==> config.mk <==
export PLATFORM = sky130hd
export DESIGN_NAME = tx_pkt_admit
export DESIGN_NICKNAME = d
export VERILOG_FILES = /design/src/rtl/tx_pkt_admit.sv
export SDC_FILE = /design/constraint.sdc
export NUM_CORES = 1
export LEC_CHECK = 0
export CAP_MARGIN = 20
export CORE_MARGIN = 4
export CORE_UTILIZATION = 48
export CTS_CLUSTER_SIZE = 16
export DETAILED_ROUTE_END_ITERATION = 6
export HOLD_SLACK_MARGIN = 0.02
export PLACE_DENSITY = 0.79
export SLEW_MARGIN = 40
export SYNTH_ARGS = -nofsm -noshare
export SYNTH_HDL_FRONTEND = slang
export SYNTH_SLANG_ARGS = --single-unit
==> constraint.sdc <==
create_clock -name clk -period 6.19 [get_ports clk]
set_input_delay 0.9285 -clock clk [delete_from_list [all_inputs] [get_ports clk]]
set_output_delay 0.9285 -clock clk [all_outputs]
set_load 0.02 [all_outputs]
==> src/rtl/tx_pkt_admit.sv <==
// rtl/tx_pkt_admit.sv - LMAC TX packet admission stage ahead of the TX packet-data FIFO
module tx_pkt_admit #(
  parameter int DEPTH_QWD = 32,
  parameter int LEN_W     = 14
) (
  input  logic              clk,
  input  logic              rst,
  input  logic              in_valid,
  output logic              in_ready,
  input  logic [63:0]       in_data,
  input  logic              in_sop,
  input  logic              in_eop,
  input  logic [LEN_W-1:0]  in_len,
  output logic              tx_we,
  output logic [63:0]       tx_data,
  input  logic              tx_full,
  input  logic [12:0]       tx_usedw,
  output logic              len_err,
  output logic              sop_err,
  output logic [15:0]       pkt_cnt,
  output logic [15:0]       drop_cnt
);

  typedef enum logic [1:0] {IDLE, DATA, PAD, DROP} state_t;

  localparam logic [LEN_W-1:0] DEPTH_L = LEN_W'(DEPTH_QWD);

  state_t           state;
  logic [LEN_W-1:0] exp_cnt;   // qwords still owed to the FIFO for this frame

  logic [LEN_W-1:0] need;
  logic [LEN_W-1:0] occ;
  logic [LEN_W-1:0] free;
  logic             len_ok;
  logic             fits;
  logic             accept;
  logic [63:0]      header;

  function automatic logic [15:0] sat_inc(input logic [15:0] v);
    return (v == 16'hFFFF) ? v : v + 16'd1;
  endfunction

  // Space check: ceil without a +7 so large lengths cannot wrap; the in-flight write is charged against free space
  always_comb begin
    need   = (in_len >> 3) + LEN_W'(|in_len[2:0]) + LEN_W'(1);
    occ    = LEN_W'(tx_usedw) + LEN_W'(tx_we);
    free   = (occ >= DEPTH_L) ? '0 : DEPTH_L - occ;
    len_ok = (in_len != '0) && (need <= DEPTH_L);
    fits   = (need <= free);
    header = {1'b1, {(63-LEN_W){1'b0}}, in_len};
  end

  // Beat acceptance per state; the sop beat is held in IDLE until it can be resolved
  always_comb begin
    in_ready = 1'b0;
    if (!rst) begin
      case (state)
        IDLE:    in_ready = in_valid & ~in_sop;
        DATA:    in_ready = ~tx_full;
        PAD:     in_ready = 1'b0;
        DROP:    in_ready = 1'b1;
        default: in_ready = 1'b0;
      endcase
    end
  end

  assign accept = in_valid & in_ready;

  // Frame FSM with registered FIFO write port, error pulses and saturating counters
  always_ff @(posedge clk) begin
    if (rst) begin
      state    <= IDLE;
      exp_cnt  <= '0;
      tx_we    <= 1'b0;
      tx_data  <= '0;
      len_err  <= 1'b0;
      sop_err  <= 1'b0;
      pkt_cnt  <= '0;
      drop_cnt <= '0;
    end else begin
      tx_we   <= 1'b0;
      len_err <= 1'b0;
      sop_err <= 1'b0;
      case (state)
        IDLE: begin
          if (in_valid) begin
            if (!in_sop) begin
              sop_err <= 1'b1;
            end else if (!len_ok) begin
              drop_cnt <= sat_inc(drop_cnt);
              state    <= DROP;
            end else if (fits) begin
              tx_we   <= 1'b1;
              tx_data <= header;
              exp_cnt <= need - LEN_W'(1);
              state   <= DATA;
            end
          end
        end
        DATA: begin
          if (accept) begin
            tx_we   <= 1'b1;
            tx_data <= in_data;
            exp_cnt <= exp_cnt - LEN_W'(1);
            if (exp_cnt == LEN_W'(1)) begin
              pkt_cnt <= sat_inc(pkt_cnt);
              if (in_eop) begin
                state <= IDLE;
              end else begin
                len_err <= 1'b1;
                state   <= DROP;
              end
            end else if (in_eop) begin
              len_err <= 1'b1;
              state   <= PAD;
            end
          end
        end
        PAD: begin
          if (!tx_full) begin
            tx_we   <= 1'b1;
            tx_data <= '0;
            exp_cnt <= exp_cnt - LEN_W'(1);
            if (exp_cnt == LEN_W'(1)) begin
              pkt_cnt <= sat_inc(pkt_cnt);
              state   <= IDLE;
            end
          end
        end
        DROP: begin
          if (in_valid && in_eop) state <= IDLE;
        end
        default: state <= IDLE;
      endcase
    end
  end

endmodule

## Word level (Yosys, flattened, before mapping)

Cells that the tools add are included.

| word-level totals | value |
|---|---|
| flip-flop bits (word level) | 115 |
| bits in latches | 0 |
| bits in writable memories | 0 |
| memory bits (read-only) | 0 |
| input bits | 97 |
| output and inout port bits | 100 |
| word-level logic and storage cells | 103 |
| memories kept | 0 |

| operators by class | value |
|---|---|
| add/subtract/negate cells | 8 |
| multipliers | 0 |
| divide/modulo/power cells | 0 |
| $lt $le $gt $ge | 3 |
| eq/ne operators | 16 |
| shifts and indexed selects | 0 |
| muxes and demuxes | 45 |
| bitwise gates (word level) | 10 |
| reductions and logical operators | 13 |

Operators by type and width:

| cell | number |
|---|---|
| $mux 64 | 6 |
| $pmux 64 s3 | 1 |
| $mux 14 | 7 |
| $mux 16 | 4 |
| $pmux 14 s3 | 1 |
| $add 16x1->16 const B | 2 |
| $eq 16x16->1 const B | 2 |
| $pmux 16 s2 | 1 |
| $mux 2 | 11 |
| $ne 2x2->1 const B | 8 |
| $add 13x1->14 | 1 |
| $eq 14x1->1 const B | 1 |
| $ge 14x6->1 const B | 1 |
| $le 13x14->1 | 1 |
| $reduce_bool 14->1 | 1 |
| $sub 13x1->14 const B | 1 |
| $sub 14x1->14 const B | 1 |
| $sub 6x14->14 const A | 1 |
| $add 12x1->13 const B | 1 |
| $le 13x6->1 const B | 1 |
| $add 11x1->12 | 1 |
| $mux 1 | 11 |
| $reduce_or 3->1 | 3 |
| $not 1->1 | 8 |
| 15 further kinds | 19 |

## Longest topological paths before layout

| logic depth | value |
|---|---|
| word-level depth | 9 |
| gate-level depth with buffers | 19 |
| gate-level depth less buffers | 16 |

## Worst setup path after synthesis

No wires, ideal clock.

| timing path | value |
|---|---|
| path type | input port to flip-flop |
| from | in tx_usedw[0] |
| to | reg tx_data[17] |
| setup time | 116 ps |
| data arrival time | 4532 ps |
| data required time | 6074 ps |
| setup slack | 1542 ps |
| stages on the path | 16 |
| path buffers | 1 |
| cells stage by stage | ha_1 > and3_1 > nand4_1 > nor3_1 > a21oi_1 > nor4_1 > nand2_1 > ha_1 > a21o_1 > a21o_1 > a221oi_1 > a211oi_1 > o41ai_4 > nand2_4 > buf_4 > a31o_1 |

| between the ends | value |
|---|---|
| cells in the longest elaborated chain, start to end | 6 |
| elaborated cells between the ends (all ways) | 7 |
| those cells by class | 2 x add/sub; 2 x order compare; 1 x eq/ne; 1 x mux; 1 x reduce/logical |

RTL lines:

| element | line | RTL |
|---|---|---|
| start, declared | 17 | `input logic [12:0] tx_usedw,` |
| $add 13x1->14 * | 46 | `occ = LEN_W'(tx_usedw) + LEN_W'(tx_we);` |
| $sub 6x14->14 or $ge 14x6->1 (tied branches) | 47 | `free = (occ >= DEPTH_L) ? '0 : DEPTH_L - occ;` |
| $mux 14 * | 47 |  |
| $le 13x14->1 * | 49 | `fits = (need <= free);` |
| $ne 2x2->1 (no source line) * | -- |  |
| $reduce_and 7->1 (no source line) * | -- |  |
| end signal, assigned | 94 | `tx_data <= header;` |
| end signal, assigned | 103 | `tx_data <= in_data;` |
| end, declared | 15 | `output logic [63:0] tx_data,` |

Mark *: on every way between the ends. The rest lies on a longest branch, timed or not.
A chain may end at the register's enable or synchronous reset.

## Final worst setup path

| timing path | value |
|---|---|
| from | in in_len[3] |
| to | reg exp_cnt[8] |

| between the ends | value |
|---|---|
| cells in the longest elaborated chain, start to end | 8 |
| elaborated cells between the ends (all ways) | 15 |
| those cells by class | 3 x add/sub; 2 x order compare; 2 x eq/ne; 5 x mux; 3 x reduce/logical |

RTL lines:

| element | line | RTL |
|---|---|---|
| start, declared | 13 | `input logic [LEN_W-1:0] in_len,` |
| $add 11x1->12 | 45 | `need = (in_len >> 3) + LEN_W'(\|in_len[2:0]) + LEN_W'(1);` |
| $add 12x1->13 | 45 |  |
| $sub 13x1->14 | 95 | `exp_cnt <= need - LEN_W'(1);` |
| $mux 14 | 92 | `end else if (fits) begin` |
| $mux 14 | 89 | `end else if (!len_ok) begin` |
| $mux 14 | 87 | `if (!in_sop) begin` |
| $mux 14 | 86 | `if (in_valid) begin` |
| $pmux 14 s3 | 84 | `case (state)` |
| end signal, assigned | 95 |  |
| end signal, assigned | 104 | `exp_cnt <= exp_cnt - LEN_W'(1);` |
| end signal, assigned | 123 | `exp_cnt <= exp_cnt - LEN_W'(1);` |
| end, declared | 29 | `logic [LEN_W-1:0] exp_cnt;` |

Parallel ways exist; a longest one is shown, timed or not. The select of a mux whose other input is x is not followed.

==> results.md <==
* Setup TNS Final at 0 ns
* Period minus WS final at 5.28 ns
* CTS tree: built
* Hold Path Class: flop to flop
* Finished Layout Cells at 1168
* GRT overflow at 0
* Status: complete, no violations
* Pin count of the biggest net entering global routing at 84
* CTS buffer count at 17
* Number of global-route vias before repair at 6563
* CP Buf/Inv Count at 6
* Hold Buf Count CTS at 0
* Hold WS at 0.470 ns
* Setup CP Type: primary input to flop
* Gr usage total at 0.246
* Nets at 1107
* Synthesized cell area at 0.00672 mm²
* Worst Skew at 0.00586 ns
* First-pass GRT wire length at 32.9 mm
* Fmax at 0.189 GHz
* Number of flops mapped to enable cells by yosys at 0
* Slew at the pin with the worst max-slew slack at 0.791 ns
* Total Wirelength at 19.9 mm
* Placed cell count at 1134
* CP max stage cell: a211oi_1
* Top-area cell type share of the netlist area at 0.343
* Biggest area consumer among synthesized cells: dfxtp_1
* Clk Latency, worst-skew pair at 0.42 ns
* Peak supply drop at 289 µV
* Die area at 0.0160 mm²
* Synth top cells by count: dfxtp_1 (115), a21oi_1 (70), nand2_1 (61), nor3_1 (52), clkbuf_1 (46)
* Pwr dens at 376 mW/mm²
* Via density at 5.89
* Die X-Extent at 126 µm
* Total core area at 0.0135 mm²
* Crit path top cell by count: ha_1
* Starting density of the core at 0.500
* Synth Register Bits at 115
* Post-CTS resize count at 0
* Row count at 42
* CP required at 6.50 ns
* Design Area, Final at 0.00938 mm²
* Most frequent cell after synthesis: dfxtp_1
* Die H at 126 µm
* Vias after detailed routing at 6877
* Crit-path max FO at 22
* Top delay family on crit path: buffers and inverters
* Routability cong. at 0.858
* CP Cell Sequence: clkdlybuf4s50_1, inv_1, ha_1, inv_1, ha_1, nand2_1, or3_1, xor2_1, clkinv_1, ha_1, nand4_1, nor2_1, a211oi_1, a211oi_1, o41a_2, buf_4, nor2_1, buf_4, a32o_1
* Routed Antenna Nets at 0
* Share of cells above drive strength 1 at 0.0746
* Antenna cells at 0
* Final hold vios at 0
* Root buffer cell: clkbuf_16
* Postcts setup bufs at 0
* CP endpoint kind: flop
* Top Ports at 197
* Synth unique cells at 73
* Fin crit share at 0.853
* CP peak stage delay at 0.68 ns
* Slew headroom at 0.470
* FFs w/ async S/R, synth at 0
* Worst r2r src: tx_we
* Worst R2R Path Depth at 18
* Critical hold path startpoint: tx_data[19]
* Initial antenna violation count at 0
* Htree depth at 4
* Area Overhead vs Synth at 39.5%
* Slew Viols, Final at 0
* CP Launch Type: primary input
* RSZ-0062 raised after global routing: false
* Starting DRC count in detailed routing at 615
* Avg Cell Area, Syn at 8.29 µm²
* First-pass detailed-route iteration total at 5
* Clock Sinks at 115
* Mapped Cells at 811
* FF-to-FF End: tx_data[12]
* Register area share after synthesis at 0.343
* Drt wl/cell at 17.1 µm
* Final setup violating endpoints at 0
* DRC errors left at 0
* Port bufs at 196
* Ys Warns at 0
* Max Cap Violations at 0
* Final Util at 0.697
* WHS Path Cells at 1
* Most used DFF post-synth: dfxtp_1
* Area contributors post-synth: dfxtp_1 (34%), ha_1 (5.8%), a21oi_1 (5.2%)
* CTS max path bufs at 2
* Worst EP arrival at 5.59 ns
* R2R Setup Slk at 1.72 ns
* Post-place instance area at 0.00873 mm²
* Leak pwr at 3.30 nW
* HPWL after DPL at 13.6 mm
* Clock-pin slew on the worst setup and hold paths at 0.06 ns
* Hold EP: tx_data[19]
==> how the worst max path moves through the flow <==
| stage | start | cells after the start | slack, ns | endpoint |
|---|---|---|---|---|
| final | in_len[3] | 19 | 0.91 | exp_cnt[8] |
| after global routing | in_len[3] | 19 | 0.57 | exp_cnt[8] |
| after CTS | in_len[3] | 19 | 0.99 | exp_cnt[8] |
| after detailed placement | in_len[3] | 19 | 0.56 | exp_cnt[8] |
| after global placement | in_len[1] | 19 | 0.72 | exp_cnt[8] |
| after floorplan | tx_usedw[0] | 16 | 1.54 | tx_data[17] |
==> placed cells by master, fill, tap and decap left out, types with 4 or more instances in the layout <==
cell type,Yosys,layout
clkdlybuf4s50_1,0,195
dfxtp_1,115,115
a21oi_1,70,70
nand2_1,61,61
nor3_1,52,52
nand4_1,36,36
nor2_1,38,36
a31o_1,30,30
ha_1,31,30
nand3_1,26,26
inv_1,24,24
o21ai_1,23,22
o21ai_0,21,21
xnor2_1,20,20
xor2_1,19,19
clkbuf_16,0,17
a211oi_1,15,15
a22oi_1,15,15
or3_1,12,12
o31ai_1,12,12
buf_4,5,11
and3_1,9,9
or4_1,9,9
nor4_1,7,7
a211oi_2,7,7
and4_1,6,6
mux2i_1,6,6
conb_1,1,6
clkinv_4,0,6
nor2b_1,5,5
o311ai_1,5,5
a21o_1,4,4
o21a_1,4,4
o31a_1,4,4
a311oi_1,4,4
clkinvlp_4,0,4
==> logic make-up after synthesis <==
family | share of synthesized area
adder cells (fa/ha/maj) | 0.0577
buffers and inverters | 0.0586
other | 0.000558
flip-flops | 0.343
AND/OR/NAND/NOR | 0.228
multiplexers | 0.0106
XOR/XNOR | 0.0508
AO/OA/AOI/OAI | 0.251
==> flip-flops by register name, indices dropped and copies added (netlist names) <==
name      flops
len_err       1
exp_cnt      14
tx_we         1
pkt_cnt      16
state         2
tx_data      64
sop_err       1
drop_cnt     16
==> per-layer routing <==
metal | share of wire | global-route usage
met5 | 0 | 0
met2 | 0.47 | 0.392
met1 | 0.44 | 0.324
met3 | 0.083 | 0.0761
met4 | 0.015 | 0.0681
==> where the power goes <==
part	internal, mW	switching [mW]
combinational	0.572	0.973
clock	0.647	0.371
sequential	0.869	0.0927
==> layout make-up <==
type,instances,area [µm²]
Sequential cell,115,2300
Clock buffer,18,439
Tap cell,176,220
Timing Repair Buffer,210,2060
Fill cell,1150,4080
Multi-Input combinational cell,610,4080
Clock inverter,14,181
Inverter,25,93.8
==> through the flow <==
step	total power [mW]	worst slack (ns)
CTS	3.51	0.991
detailed placement	2.48	0.565
floorplan	2.01	1.54
finish	3.52	0.912
global route	3.72	0.570
global placement	2.47	0.721
No activity file was read; power rests on OpenSTA's default activity.
